===== config.mk =====
export PLATFORM = sky130hd
export DESIGN_NAME = vid_decoder_flat
export DESIGN_NICKNAME = d
export VERILOG_FILES = /design/src/rtl/vid_decoder_if.sv /design/src/rtl/vid_decoder.sv /design/src/flat_wrapper.sv
export SDC_FILE = /design/constraint.sdc
export NUM_CORES = 1
export LEC_CHECK = 0
export CAP_MARGIN = 10
export CORE_UTILIZATION = 30
export CTS_CLUSTER_DIAMETER = 80
export DETAILED_ROUTE_END_ITERATION = 16
export PLACE_DENSITY_LB_ADDON = 0.25
export SETUP_SLACK_MARGIN = 0.4
export SLEW_MARGIN = 20
export SYNTH_ARGS = -nofsm -noshare
export SYNTH_HDL_FRONTEND = slang
export SYNTH_SLANG_ARGS = --single-unit

===== constraint.sdc =====
create_clock -name CLK -period 4.3 [get_ports CLK]
set_input_delay 0.86 -clock CLK [delete_from_list [all_inputs] [get_ports CLK]]
set_output_delay 0.86 -clock CLK [all_outputs]
set_load 0.03 [all_outputs]

===== src/rtl/vid_decoder_if.sv =====
// rtl/vid_decoder_if.sv - composite video sample in, decoded sync/timing/luma out
interface vid_decoder_if;
  logic [10:0] RawVIn;
  logic        HS;
  logic        VS;
  logic [10:0] HPos;
  logic [8:0]  Line;
  logic        LOCK;
  logic [10:0] BlackLvl;
  logic [10:0] Luma;
  logic        ACTIVE;
  logic [2:0]  BurstPhase;

  // Video source side: drives samples, observes the decoded timing.
  modport master (
    output RawVIn,
    input  HS, VS, HPos, Line, LOCK, BlackLvl, Luma, ACTIVE, BurstPhase
  );

  // Decoder side.
  modport slave (
    input  RawVIn,
    output HS, VS, HPos, Line, LOCK, BlackLvl, Luma, ACTIVE, BurstPhase
  );
endinterface


===== src/rtl/vid_decoder.sv =====
// rtl/vid_decoder.sv - composite video sync separator, line lock and black-relative luma
// Optional burst phase detector enabled by VID_DECODER_BURST_PHASE_EN.
module vid_decoder #(
  parameter logic [10:0] SYNC_THRESH = 11'd64,
  parameter int          HSYNC_MIN   = 40,
  parameter int          VSYNC_MIN   = 400,
  parameter int          LINE_LEN    = 1364,
  parameter int          LINE_TOL    = 8,
  parameter int          LOCK_LINES  = 4,
  parameter int          BLANK_OFS   = 20,
  parameter int          ACT_START   = 200,
  parameter int          ACT_END     = 1224
) (
  input  logic          CLK,
  input  logic          n_RES,
  vid_decoder_if.slave  vid
);

  typedef enum logic [1:0] {
    ST_SEARCH = 2'd0,
    ST_TRACK  = 2'd1,
    ST_LOCKED = 2'd2
  } state_t;

  localparam logic [10:0] HMIN      = 11'(HSYNC_MIN);
  localparam logic [10:0] VMIN      = 11'(VSYNC_MIN);
  localparam logic [10:0] BOFS      = 11'(BLANK_OFS);
  localparam logic [10:0] ASTART    = 11'(ACT_START);
  localparam logic [10:0] AEND      = 11'(ACT_END);
  localparam logic [10:0] MISS_POS  = 11'(LINE_LEN + LINE_TOL + 1);
  localparam logic [11:0] PER_MIN   = 12'(LINE_LEN - LINE_TOL);
  localparam logic [11:0] PER_MAX   = 12'(LINE_LEN + LINE_TOL);
  localparam logic [7:0]  LOCK_LAST = 8'(LOCK_LINES - 1);

  logic [10:0] raw_q;
  logic [10:0] run_q, run_d;
  logic [10:0] hpos_q, hpos_d;
  logic [8:0]  line_q;
  logic        hs_q, vs_q;
  logic        lock_q;
  logic        active_q;
  logic [10:0] black_q;
  logic [10:0] luma_q, luma_d;
  logic        skip_q;
  logic [7:0]  good_q;
  state_t      state_q;

  logic        tip;
  logic        sync_end;
  logic        is_hs;
  logic        is_vs;
  logic [11:0] period;
  logic        in_tol;
  logic        chk_period;
  logic        act_win;

  assign tip      = raw_q < SYNC_THRESH;
  // run_q is non-zero exactly when the previous sample was a tip.
  assign sync_end = !tip && (run_q != 11'd0);
  assign is_vs    = sync_end && (run_q >= VMIN);
  assign is_hs    = sync_end && (run_q >= HMIN);

  assign period     = {1'b0, hpos_q} + 12'd1;
  assign in_tol     = (period >= PER_MIN) && (period <= PER_MAX);
  // Vsync and the line that follows it carry no meaningful line period.
  assign chk_period = is_hs && !is_vs && !skip_q;

  assign act_win = lock_q && (hpos_q >= ASTART) && (hpos_q <= AEND);

  always_comb begin
    run_d  = 11'd0;
    hpos_d = hpos_q;
    luma_d = 11'd0;
    if (tip) begin
      run_d = run_q + {10'd0, (run_q != 11'h7FF)};
    end
    if (is_hs) begin
      hpos_d = 11'd0;
    end else begin
      hpos_d = hpos_q + {10'd0, (hpos_q != 11'h7FF)};
    end
    if (act_win && (raw_q > black_q)) begin
      luma_d = raw_q - black_q;
    end
  end

  always_ff @(posedge CLK) begin
    if (!n_RES) begin
      raw_q    <= 11'd0;
      run_q    <= 11'd0;
      hpos_q   <= 11'd0;
      line_q   <= 9'd0;
      hs_q     <= 1'b0;
      vs_q     <= 1'b0;
      lock_q   <= 1'b0;
      active_q <= 1'b0;
      black_q  <= 11'd0;
      luma_q   <= 11'd0;
      skip_q   <= 1'b0;
      good_q   <= 8'd0;
      state_q  <= ST_SEARCH;
    end else begin
      raw_q    <= vid.RawVIn;
      run_q    <= run_d;
      hpos_q   <= hpos_d;
      hs_q     <= is_hs;
      vs_q     <= is_vs;
      active_q <= act_win;
      luma_q   <= luma_d;

      if (is_vs) begin
        line_q <= 9'd0;
      end else if (is_hs) begin
        line_q <= line_q + 9'd1;
      end

      if (is_vs) begin
        skip_q <= 1'b1;
      end else if (is_hs) begin
        skip_q <= 1'b0;
      end

      if ((hpos_q == BOFS) && !tip) begin
        black_q <= raw_q;
      end

      case (state_q)
        ST_SEARCH: begin
          if (is_hs) begin
            state_q <= ST_TRACK;
            good_q  <= 8'd0;
          end
        end
        ST_TRACK: begin
          if (chk_period) begin
            if (!in_tol) begin
              good_q <= 8'd0;
            end else if (good_q == LOCK_LAST) begin
              state_q <= ST_LOCKED;
              lock_q  <= 1'b1;
              good_q  <= 8'd0;
            end else begin
              good_q <= good_q + 8'd1;
            end
          end
        end
        ST_LOCKED: begin
          // Drop lock on a bad period or when the expected sync never came.
          if ((chk_period && !in_tol) || (!is_hs && (hpos_q >= MISS_POS))) begin
            state_q <= ST_SEARCH;
            lock_q  <= 1'b0;
          end
        end
        default: begin
          state_q <= ST_SEARCH;
          lock_q  <= 1'b0;
        end
      endcase
    end
  end

`ifdef VID_DECODER_BURST_PHASE_EN
  localparam logic [10:0] BURST_START = 11'(BLANK_OFS + 8);
  localparam logic [10:0] BURST_END   = 11'(BLANK_OFS + 8 + 47);

  logic [2:0]  ph_q;
  logic [2:0]  burst_q;
  logic        seen_q;
  logic [10:0] raw_prev_q;
  logic        in_burst;
  logic        rise;

  assign in_burst = (hpos_q >= BURST_START) && (hpos_q <= BURST_END);
  assign rise     = (raw_q > black_q) && (raw_prev_q <= black_q);

  // ph_q tracks hpos_q mod 6 because both restart on the same HS.
  always_ff @(posedge CLK) begin
    if (!n_RES) begin
      ph_q       <= 3'd0;
      burst_q    <= 3'd0;
      seen_q     <= 1'b0;
      raw_prev_q <= 11'd0;
    end else begin
      raw_prev_q <= raw_q;
      if (is_hs) begin
        ph_q   <= 3'd0;
        seen_q <= 1'b0;
      end else begin
        ph_q <= (ph_q == 3'd5) ? 3'd0 : ph_q + 3'd1;
        if (in_burst && rise && !seen_q) begin
          burst_q <= ph_q;
          seen_q  <= 1'b1;
        end
      end
    end
  end

  assign vid.BurstPhase = burst_q;
`else
  assign vid.BurstPhase = 3'd0;
`endif

  assign vid.HS       = hs_q;
  assign vid.VS       = vs_q;
  assign vid.HPos     = hpos_q;
  assign vid.Line     = line_q;
  assign vid.LOCK     = lock_q;
  assign vid.BlackLvl = black_q;
  assign vid.Luma     = luma_q;
  assign vid.ACTIVE   = active_q;

endmodule


===== src/flat_wrapper.sv =====
// flat-port wrapper written by rule: the top's interface ports become plain ports
module vid_decoder_flat 
#(
  parameter logic [10:0] SYNC_THRESH = 11'd64,
  parameter int          HSYNC_MIN   = 40,
  parameter int          VSYNC_MIN   = 400,
  parameter int          LINE_LEN    = 1364,
  parameter int          LINE_TOL    = 8,
  parameter int          LOCK_LINES  = 4,
  parameter int          BLANK_OFS   = 20,
  parameter int          ACT_START   = 200,
  parameter int          ACT_END     = 1224
)
  (CLK, n_RES, vid_RawVIn, vid_HS, vid_VS, vid_HPos, vid_Line, vid_LOCK, vid_BlackLvl, vid_Luma, vid_ACTIVE, vid_BurstPhase);
  vid_decoder_if vid_i ();
  input  logic CLK;
  input  logic n_RES;
  input wire logic [$bits(vid_i.RawVIn)-1:0] vid_RawVIn;
  output wire logic [$bits(vid_i.HS)-1:0] vid_HS;
  output wire logic [$bits(vid_i.VS)-1:0] vid_VS;
  output wire logic [$bits(vid_i.HPos)-1:0] vid_HPos;
  output wire logic [$bits(vid_i.Line)-1:0] vid_Line;
  output wire logic [$bits(vid_i.LOCK)-1:0] vid_LOCK;
  output wire logic [$bits(vid_i.BlackLvl)-1:0] vid_BlackLvl;
  output wire logic [$bits(vid_i.Luma)-1:0] vid_Luma;
  output wire logic [$bits(vid_i.ACTIVE)-1:0] vid_ACTIVE;
  output wire logic [$bits(vid_i.BurstPhase)-1:0] vid_BurstPhase;
  assign vid_i.RawVIn = vid_RawVIn;
  assign vid_HS = vid_i.HS;
  assign vid_VS = vid_i.VS;
  assign vid_HPos = vid_i.HPos;
  assign vid_Line = vid_i.Line;
  assign vid_LOCK = vid_i.LOCK;
  assign vid_BlackLvl = vid_i.BlackLvl;
  assign vid_Luma = vid_i.Luma;
  assign vid_ACTIVE = vid_i.ACTIVE;
  assign vid_BurstPhase = vid_i.BurstPhase;
  vid_decoder #(.SYNC_THRESH(SYNC_THRESH), .HSYNC_MIN(HSYNC_MIN), .VSYNC_MIN(VSYNC_MIN), .LINE_LEN(LINE_LEN), .LINE_TOL(LINE_TOL), .LOCK_LINES(LOCK_LINES), .BLANK_OFS(BLANK_OFS), .ACT_START(ACT_START), .ACT_END(ACT_END)) u_core (.CLK(CLK), .n_RES(n_RES), .vid(vid_i));
endmodule

* Yosys cells after proc, flatten, opt, wreduce, memory -nomap -nowiden
Cells that the tools add are included.
Word-level totals: bits in registers 79, bits in latches 0, RAM bits 0, bits in read-only memories 0, bits of input ports 13, word-level logic and storage cells 88, memories kept 0
Operators by class: add/subtract/negate cells 6, $mul 0, divide/modulo/power cells 0, magnitude comparators 9, eq/ne operators 11, shift operators 0, muxes and demuxes 18, bitwise operators 2, reductions and logical operators 29
Operators by type and width (number):
- 8-bit 2-to-1 mux | 4
- 11-bit by 1-bit adder with 11-bit output | 2
- 11-bit != test, second input constant | 2
- 8-bit case mux with 2 select lines | 1
- 11-bit by 1-bit adder with 12-bit output, second input constant | 1
- 12-bit by 11-bit >= comparator with 1-bit output, second input constant | 1
- 12-bit by 11-bit less-or-equal comparator with 1-bit output, second input constant | 1
- 1-bit logical AND | 12
- 11-bit by 5-bit equality test with 1-bit output, second input constant | 1
- 11-bit >= comparator, second input constant | 1
- 11-bit by 6-bit >= comparator with 1-bit output, second input constant | 1
- 11-bit by 8-bit >= comparator with 1-bit output, second input constant | 1
- 11-bit by 9-bit >= comparator with 1-bit output, second input constant | 1
- 11-bit > comparator | 1
- 11-bit less-or-equal comparator, second input constant | 1
- 11-bit by 7-bit less-than comparator with 1-bit output, second input constant | 1
- 11-bit nonzero test | 1
- 11-bit subtractor | 1
- 2-bit 2-to-1 mux | 5
- 2-bit by 1-bit != test with 1-bit output, second input constant | 5
- 5-bit AND reduction | 2
- 9-bit by 1-bit adder with 9-bit output, second input constant | 1
- 8-bit by 1-bit adder with 8-bit output, second input constant | 1
- 8-bit by 2-bit equality test with 1-bit output, second input constant | 1
- 13 further kinds | 26

* Depth between registers and ports, before layout
Gate-level depths: netlist of the first run.
depth after elaboration 11, depth in mapped cells 11, gate-level depth less buffers 10

* Worst setup path before layout of the first run
No wires, ideal clock.
path kind flip-flop to flip-flop, start point reg u_core.black_q[1], in the netlist u_core.vid.BlackLvl[1], end point reg u_core.luma_q[4], in the netlist u_core.vid.Luma[4], library setup time 132 ps, data arrival time 1991 ps, data required time 4168 ps, setup slack 2177 ps, cell stages (with the launch flop) 9, path buffers 1, clock period less this slack 2123 ps, path through dfxtp_1 > inv_1 > ha_1 > nor2b_1 > o31a_1 > o2111ai_1 > a21o_1 > clkbuf_1 > nor3_1
Between the ends: word-level cells in the longest chain between the ends 3, elaborated cells on any way between the ends 4, classes of those cells add/sub (1); order compare (1); reduce/logical (2)
RTL lines:
- start, declared | RTL line vid_decoder.sv:42 | logic [10:0] black_q;
- start signal, assigned | RTL line vid_decoder.sv:124 | black_q <= raw_q;
- 11-bit > comparator | RTL line vid_decoder.sv:82 | if (act_win && (raw_q > black_q)) begin
- 1-bit logical AND | RTL line vid_decoder.sv:82
- 2-bit AND reduction (no line)
- end signal, assigned | RTL line vid_decoder.sv:109 | luma_q <= luma_d;
- end, declared | RTL line vid_decoder.sv:43 | logic [10:0] luma_q, luma_d;
Parallel ways exist; a longest one is shown, timed or not. A chain may end at the register's enable or synchronous reset.

* Worst setup path after layout of the first run
start point reg u_core.hpos_q[6], in the netlist u_core.vid.HPos[6], end point out vid_HPos[6]
RTL lines:
- start, declared | RTL line vid_decoder.sv:37 | logic [10:0] hpos_q, hpos_d;
- start signal, assigned | RTL line vid_decoder.sv:105 | hpos_q <= hpos_d;
- end, declared | RTL line flat_wrapper.sv:21 | output wire logic [$bits(vid_i.HPos)-1:0] vid_HPos;
No word-level cell between the ends.

==> flow_summary.ini, run 1 <==
[worst_setup_path]
path_class = flip-flop to output pin
critical_path_buf_inv_count = 1
crit_family = buffers and inverters
required_ns = 3.44
cp_slowest_cell = clkdlybuf4s50_1
worstPathMaxFanout = 13
endpoint_kind = output pin
cp.arrival_ns = 1.63
cp_cell_sequence = clkdlybuf4s50_1
max_stage_delay_ns = 0.75
setup.worst_path.start_class = flip-flop

[synthesis]
synth_edf_count = 0
synth_top_family_by_area = simple AND/OR/NAND/NOR gates
synthMuxAreaShare = 0.03668
synthXorXnorAreaFrac = 0.07043
async_reset_ff_frac = 0
yosys.area.top_type = dfxtp_1
ys_top_cells_by_count = dfxtp_1, nor2_1, nand2_1
synth_ff_type = dfxtp_1
synth-seq-cells = 79
yosys_warnings = 0
synth_compound_area_frac = 0.1172
syn_inst = 442
synth-seq-area-share = 0.4103
syn-cell-area_um2 = 3855
syn_area_per_cell_um2 = 8.722
synth.distinct_cells = 59
yosysMostFrequentCell = dfxtp_1
synth_top_area_share = 0.4103
synth_fa_ha_area_frac = 0.06037
synth_area_leaders = dfxtp_1, nor2_1, ha_1
synthSimpleGateAreaFrac = 0.2522

[drt]
ant_nets = 0
viasPerCell = 4.754
drc = 0
routed_wl_um = 8827
drtIter0Drc = 108
vias = 3176
first_pass_iters = 4
wire_per_inst_um = 13.21

[global_routing]
grt_pass1_vias = 3051
gr-total-overflow = 0
antenna_found_initial = 0
grtUsageMet2 = 0.2351
grt_pass1_wl_um = 14630
grt_max_degree = 24
grtUsageTotal = 0.1409
grtUsageMet3 = 0.03637
met1_usage = 0.1744
grt-busiest-layer = met2

[finish]
syn_to_final_growth_pct = 25.28
layout-drive-gt1-share = 0.05645
antennaDiodeCount = 0
fin_nets = 522

[clocking]
cts.clk_slew.worst_paths_ns = 0.06
ctsHoldBuffers = 0
htreeDepth = 3
post_cts_buffers = 0
tritoncts = built
cts_resized = 0
clk_latency_ns = 0.33
numCtsBuffers = 9
cts_sinks = 79
ctsLongestPathBuffers = 2
cts_root_buffer = clkbuf_16

[place]
gp_congestion = 0.8149
dp_hpwl_um = 6321
portBuffers = 58

[sta]
hold_viol = 0
finalCriticalPeriod_ns = 2.493
rsz0062_at_grt = no
finalMaxSlewViolations = 0
setup_tns_ns = 0
clock.fmax_mhz = 401.1
tightest_slew_ns = 0.9216
finClkSkew_ns = 0.006619
fin_crit_sh = 0.5798
setup_viol = 0
max-slew-margin-rel = 0.3850

[run]
maxCapViolations = 0

[floorplan]
die_area_um2 = 13310
ios = 62
core_region_area_um2 = 12570
fp.dieH_um = 115.4
die_w_um = 115.4
start_util = 0.3067
placementRows = 41

[power_and_ir_drop]
ir_drop_mv = 0.1815
p_leak_nw = 1.638
powerDensity_nw_per_um2 = 323.9
power_w = 0.001564

[outcome]
outcome = completed

[min_path]
hp-class = flip-flop to flip-flop
-- layout by cell type, fill, tap and decap left out, drive strengths merged, types with 11 or more instances in the layout --
master	instances
xor2	12
and2	13
nand3	13
inv	22
clkbuf	11
nand2	25
a21oi	17
ha	17
clkdlybuf4s50	58
nor3	16
dfxtp	79
nand4	11
xnor2	19
nor2	69
mux2i	13
-- sequential cells by signal, summed over array words and instances (netlist names), 2 cells and up --
| register | flops |
|---|---|
| u_core.good_q | 8 |
| u_core.raw_q | 11 |
| u_core.run_q | 11 |
| u_core.state_q | 2 |
| u_core.vid.BlackLvl | 11 |
| u_core.vid.HPos | 11 |
| u_core.vid.Line | 9 |
| u_core.vid.Luma | 11 |
-- report_power, final --
group | internal [W] | switching (W) | leakage [nW]
registers | 0.000740 | 0.00000998 | 0.640
logic | 0.0000464 | 0.0000636 | 0.863
clock network | 0.000406 | 0.000298 | 0.136
total | 0.00119 | 0.000372 | 1.64
-- layer usage --
layer,wire length (um),vias up
met5,0,-
met4,95,0
met3,338,7
met2,4134,51
met1,4259,1483
li1,-,1635
-- cells by family (layout without fill, tap and decap cells) --
logic type,after synthesis,count (layout)
fa+ha+maj,18,18
mux,14,14
flops,79,79
other cells,1,3
simple gates,193,193
xor+xnor,31,31
compound gates,62,62
buf+inv,44,96
-- metrics by stage --
step	hold slack, ns	utilization	instance area [um^2]	cells	setup WS [ns]
6_report	0.4846	0.3843	4830	668	1.807
5_1_grt	0.5190	0.3843	4830	668	1.638
4_1_cts	0.4886	0.3843	4830	668	1.761
3_5_place_dp	0.4776	0.3625	4556	652	1.526
3_3_place_gp	0.4636	0.3620	4549	652	1.647
2_1_floorplan	0.4514	-	3862	444	2.177
-- worst min-delay path, cell delays in order, from the launching register on --
cell	delay, ns
dfxtp_1	0.32
o31ai_1	0.07
a21oi_1	0.05
-- final cells by class --
class                      instances  area, um^2
clock buffer                      11       242.7
clock inverter                     5       31.28
fill                            1297        7739
inverter                          21       78.83
multi-input combinational        321        2092
sequential                        79        1582
tap                              172       215.2
timing repair buffer              59       588.1
-- final timing paths --
path                            slack [ns]  depth (start not counted)          startpoint           endpoint
worst min register to register        0.48                          2    u_core.good_q[7]   u_core.good_q[7]
worst max-delay path                  1.81                          1  u_core.vid.HPos[6]        vid_HPos[6]
worst max register to register        1.82                          5     u_core.raw_q[7]  u_core.state_q[0]
worst min-delay path                  0.48                          2    u_core.good_q[7]   u_core.good_q[7]
No activity file was read; power rests on OpenSTA's default activity.
==> run 2, diff against run 1 <==
==> constraint.sdc (replaced) <==
create_clock -name CLK -period 2.6 [get_ports CLK]
set_input_delay 0.52 -clock CLK [delete_from_list [all_inputs] [get_ports CLK]]
set_output_delay 0.52 -clock CLK [all_outputs]
set_load 0.03 [all_outputs]
==> flow_summary.ini, run 2 (same netlist as run 1, synthesis figures left out) <==
[clocking]
clk_latency_ns = 0.34
cts_sinks = 79
numCtsBuffers = 9
ctsLongestPathBuffers = 2
cts.clk_slew.worst_paths_ns = 0.06
cts_root_buffer = clkbuf_16
tritoncts = built
htreeDepth = 3

[global_routing]
met1_usage = 0.1682
grtUsageMet2 = 0.2359
grt_pass1_vias = 3159
grt_max_degree = 22
antenna_found_initial = 0
grt-busiest-layer = met2
grtUsageMet3 = 0.04323
grtUsageTotal = 0.1408
gr-total-overflow = 0
grt_pass1_wl_um = 14690

[finish]
final_cell_mix = dfxtp_1, nor2_1, clkdlybuf4s50_1, nand2_1, inv_1
layout-drive-gt1-share = 0.07984
fin_cells = 673
fin_nets = 527
antennaDiodeCount = 0
mostFrequentLayoutCell = dfxtp_1
syn_to_final_growth_pct = 26.97

[drt]
first_pass_iters = 4
vias = 3236
wire_per_inst_um = 13.22
routed_wl_um = 8899
drtIter0Drc = 113
ant_nets = 0
drc = 0
viasPerCell = 4.808

[sta]
setup_ws_ns = 0.4859
tightest_slew_ns = 0.6127
hold_viol = 0
finalMaxSlewViolations = 0
setup_viol = 0
max-slew-margin-rel = 0.5911
fin_crit_sh = 0.8131
setup_tns_ns = 0
rsz0062_at_grt = yes
fin_hold_ws_ns = 0.4894
finClkSkew_ns = 0.006797
finalCriticalPeriod_ns = 2.114
clock.fmax_mhz = 473.0

[worst_setup_path]
path_class = flip-flop to output pin
crit_family = buffers and inverters
setup.worst_path.start_class = flip-flop
cp.arrival_ns = 1.59
worstPathMaxFanout = 9
r2r_cells = 9
endpoint_kind = output pin
r2r_end = u_core.run_q[4]
cp_slowest_cell = clkdlybuf4s50_1
cp_cell_sequence = clkdlybuf4s50_1
rrSetupSlack_ns = 0.52
critical_path_buf_inv_count = 1
required_ns = 2.08
timing.rr.start = u_core.run_q[4]
max_stage_delay_ns = 0.74

[floorplan]
core_region_area_um2 = 12570
start_util = 0.3067
ios = 62
fp.dieH_um = 115.4
die_area_um2 = 13310
placementRows = 41
die_w_um = 115.4

[power_and_ir_drop]
power_w = 0.002599
p_int_w = 0.001997
p_leak_nw = 1.669
power.switching_w = 0.0006020
ir_drop_mv = 0.2724
netSwitchingFraction = 0.2317
pwr-share-comb = 0.070
powerDensity_nw_per_um2 = 530.9
clkPwrFrac = 0.453
seq_power_share = 0.477

[min_path]
holdCritStartpoint = u_core.good_q[5]
whs_path_depth = 2
holdPathEnd = u_core.good_q[5]
hp-class = flip-flop to flip-flop

[run]
maxCapViolations = 0

[outcome]
outcome = completed

[place]
placed_cells = 655
gp_congestion = 0.8469
dpl_worst_slack_ns = 0.2248
dp_hpwl_um = 6314
portBuffers = 58
-- run 2: cell count changes in the layout (fill, tap and decap cells not counted), moves of 3 or more --
cell     delta
dfxtp_1     -6
buf_4       +5
dfxtp_2     +3
dfxtp_4     +3
-- run 2: layout make-up --
| cell class | instances | area [um^2] |
|---|---|---|
| Tap cell | 172 | 215.2 |
| Clock inverter | 3 | 17.52 |
| Timing Repair Buffer | 64 | 625.6 |
| Sequential cell | 79 | 1597 |
| Clock buffer | 13 | 260.3 |
| Inverter | 21 | 78.83 |
| Fill cell | 1299 | 7674 |
| Multi-Input combinational cell | 321 | 2101 |
-- run 2: power groups by stage --
stage	combinational (W)	sequential [W]	clock, W
CTS	0.000183	0.00124	0.00121
detailed placement	0.000181	0.00127	0
finish	0.000182	0.00124	0.00118
floorplan	0.000124	0.00127	0
global route	0.000202	0.00124	0.00126
global placement	0.000180	0.00127	0
-- run 2: layer usage --
metal	up-vias	routed length [um]
met5	-	0
met4	0	133
met3	12	463
met2	81	4127
met1	1506	4175
li1	1637	-
-- run 2: worst max-delay path by stage --
stage / start / endpoint / cells past startpoint
after floorplan: u_core.vid.BlackLvl[1] / u_core.vid.Luma[4] / 8
after global placement: u_core.run_q[4] / u_core.run_q[6] / 9
after detailed placement: u_core.run_q[4] / u_core.run_q[6] / 9
after CTS: u_core.vid.HPos[6] / vid_HPos[6] / 1
after global routing: u_core.run_q[4] / u_core.run_q[6] / 9
final: u_core.vid.HPos[8] / vid_HPos[8] / 1
-- run 2: what timing repair did --
| action | CTS | global route |
|---|---|---|
| endpoints found under the setup margin | 4 | 11 |
| setup buffers | 0 | 2 |
| pin swaps | 0 | 3 |
| hold buffers | 0 | 0 |
| resized for setup | 5 | 8 |
-- run 2: per-stage QoR --
step	utilization	cell area (um^2)
6_report	0.3894	4895
5_1_grt	0.3894	4895
3_5_place_dp	0.3638	4572
3_3_place_gp	0.3638	4572
2_1_floorplan	-	3862
4_1_cts	0.3870	4863
==> run 3, diff against run 2 <==
==> constraint.sdc (replaced) <==
create_clock -name CLK -period 2.1 [get_ports CLK]
set_input_delay 0.42 -clock CLK [delete_from_list [all_inputs] [get_ports CLK]]
set_output_delay 0.42 -clock CLK [all_outputs]
set_load 0.03 [all_outputs]
==> flow_summary.ini, run 3 (same netlist as run 1, synthesis figures left out) <==
[outcome]
outcome = completed

[worst_setup_path]
worstPathMaxFanout = 8
max_stage_delay_ns = 0.54
critical_path_buf_inv_count = 3
cp_cell_sequence = or4_4 -> nor2_4 -> buf_12 -> or2_4 -> buf_6 -> buf_12 -> nand2_8 -> nor2_4
cp_slowest_cell = or4_4
cp.arrival_ns = 2.14
rrSetupSlack_ns = 0.23
path_class = flip-flop to flip-flop
required_ns = 2.37
setup.worst_path.start_class = flip-flop
crit_family = simple AND/OR/NAND/NOR gates
endpoint_kind = flip-flop

[floorplan]
core_region_area_um2 = 12570
start_util = 0.3067
placementRows = 41
ios = 62
die_w_um = 115.4
die_area_um2 = 13310
fp.dieH_um = 115.4

[sta]
finalCriticalPeriod_ns = 1.868
max-slew-margin-rel = 0.6458
tightest_slew_ns = 0.5313
setup_tns_ns = 0
rsz0062_at_grt = yes
fin_hold_ws_ns = 0.4963
fin_crit_sh = 0.8897
hold_viol = 0
setup_ws_ns = 0.2317
clock.fmax_mhz = 535.3
setup_viol = 0
finClkSkew_ns = 0.008282
finalMaxSlewViolations = 0

[global_routing]
met1_usage = 0.1828
grtUsageTotal = 0.1615
antenna_found_initial = 0
grt-busiest-layer = met2
grt_pass1_vias = 3472
grtUsageMet3 = 0.04533
grtUsageMet2 = 0.2802
gr-total-overflow = 0
grt_max_degree = 23
grt_pass1_wl_um = 16750

[finish]
layout-drive-gt1-share = 0.4076
nFillCells = 1178
syn_to_final_growth_pct = 58.13
fin_nets = 578
stdcell_area_um2 = 6096
final_cell_mix = nor2_1, dlygate4sd2_1, dfxtp_1, buf_4, nand2_1
antennaDiodeCount = 0

[drt]
vias = 3542
drtIter0Drc = 141
first_pass_iters = 4
drc = 0
routed_wl_um = 10630
ant_nets = 0
wire_per_inst_um = 14.68
viasPerCell = 4.892

[clocking]
cts.clk_slew.worst_paths_ns = 0.06
cts_sinks = 79
numCtsBuffers = 9
htreeDepth = 3
ctsLongestPathBuffers = 2
clk_latency_ns = 0.34
tritoncts = built
cts_root_buffer = clkbuf_16

[power_and_ir_drop]
powerDensity_nw_per_um2 = 561.6
power_w = 0.003424
ir_drop_mv = 0.2827
p_leak_nw = 2.269

[min_path]
hp-class = flip-flop to flip-flop

[run]
maxCapViolations = 0

[place]
dpl_worst_slack_ns = 0.01886
dp_hpwl_um = 6639
post_dp_cell_area_um2 = 4955
portBuffers = 58
gp_congestion = 0.8381
## run 3: stage by stage
stage	instances	util
2_1_floorplan	444	-
3_3_place_gp	662	0.3942
3_5_place_dp	662	0.3942
4_1_cts	709	0.4561
5_1_grt	724	0.4850
6_report	724	0.4850
## run 3: routing by layer
metal,vias to the layer above,wire length (um)
li1,1760,-
met1,1696,4617
met5,-,0
met3,25,371
met2,61,5350
met4,0,287
## run 3: final cells by class
cell class,count,area [um^2],area share
tap,172,215.2,0.03530
clock buffer,11,254.0,0.04167
inverter,21,78.83,0.01293
clock inverter,5,30.03,0.004926
timing repair buffer,113,1070,0.1755
sequential,79,1678,0.2752
multi-input combinational,323,2770,0.4544
## run 3: power by group
part	internal, W	switching (W)	leakage (nW)
sequential	0.00149	0.0000263	0.662
combinational	0.000205	0.000195	1.46
clock	0.000869	0.000633	0.145
total	0.00257	0.000854	2.27
## run 3: path summary, 6_finish.rpt
| check | from | to | cells past startpoint |
|---|---|---|---|
| worst max-delay path | u_core.raw_q[10] | u_core.vid.HPos[8] | 8 |
| worst min-delay path | u_core.vid.Line[8] | u_core.vid.Line[8] | 2 |
| worst max register to register | u_core.raw_q[10] | u_core.vid.HPos[8] | 8 |
| worst min register to register | u_core.vid.Line[8] | u_core.vid.Line[8] | 2 |
## run 3: repair_timing
item                       CTS  global route
buffers inserted            29            12
pin swaps                   40            37
gates cloned                 2             3
setup endpoints to repair  108            67
resized for setup          118            56
hold buffers                 0             0
## run 3: worst register-to-register path, cell delays in order, from the launching register on
cell and delay (ns):
dfxtp_2 0.32, or4_4 0.54, nor2_4 0.17, buf_12 0.14
or2_4 0.20, buf_6 0.12, buf_12 0.12, nand2_8 0.08
nor2_4 0.11
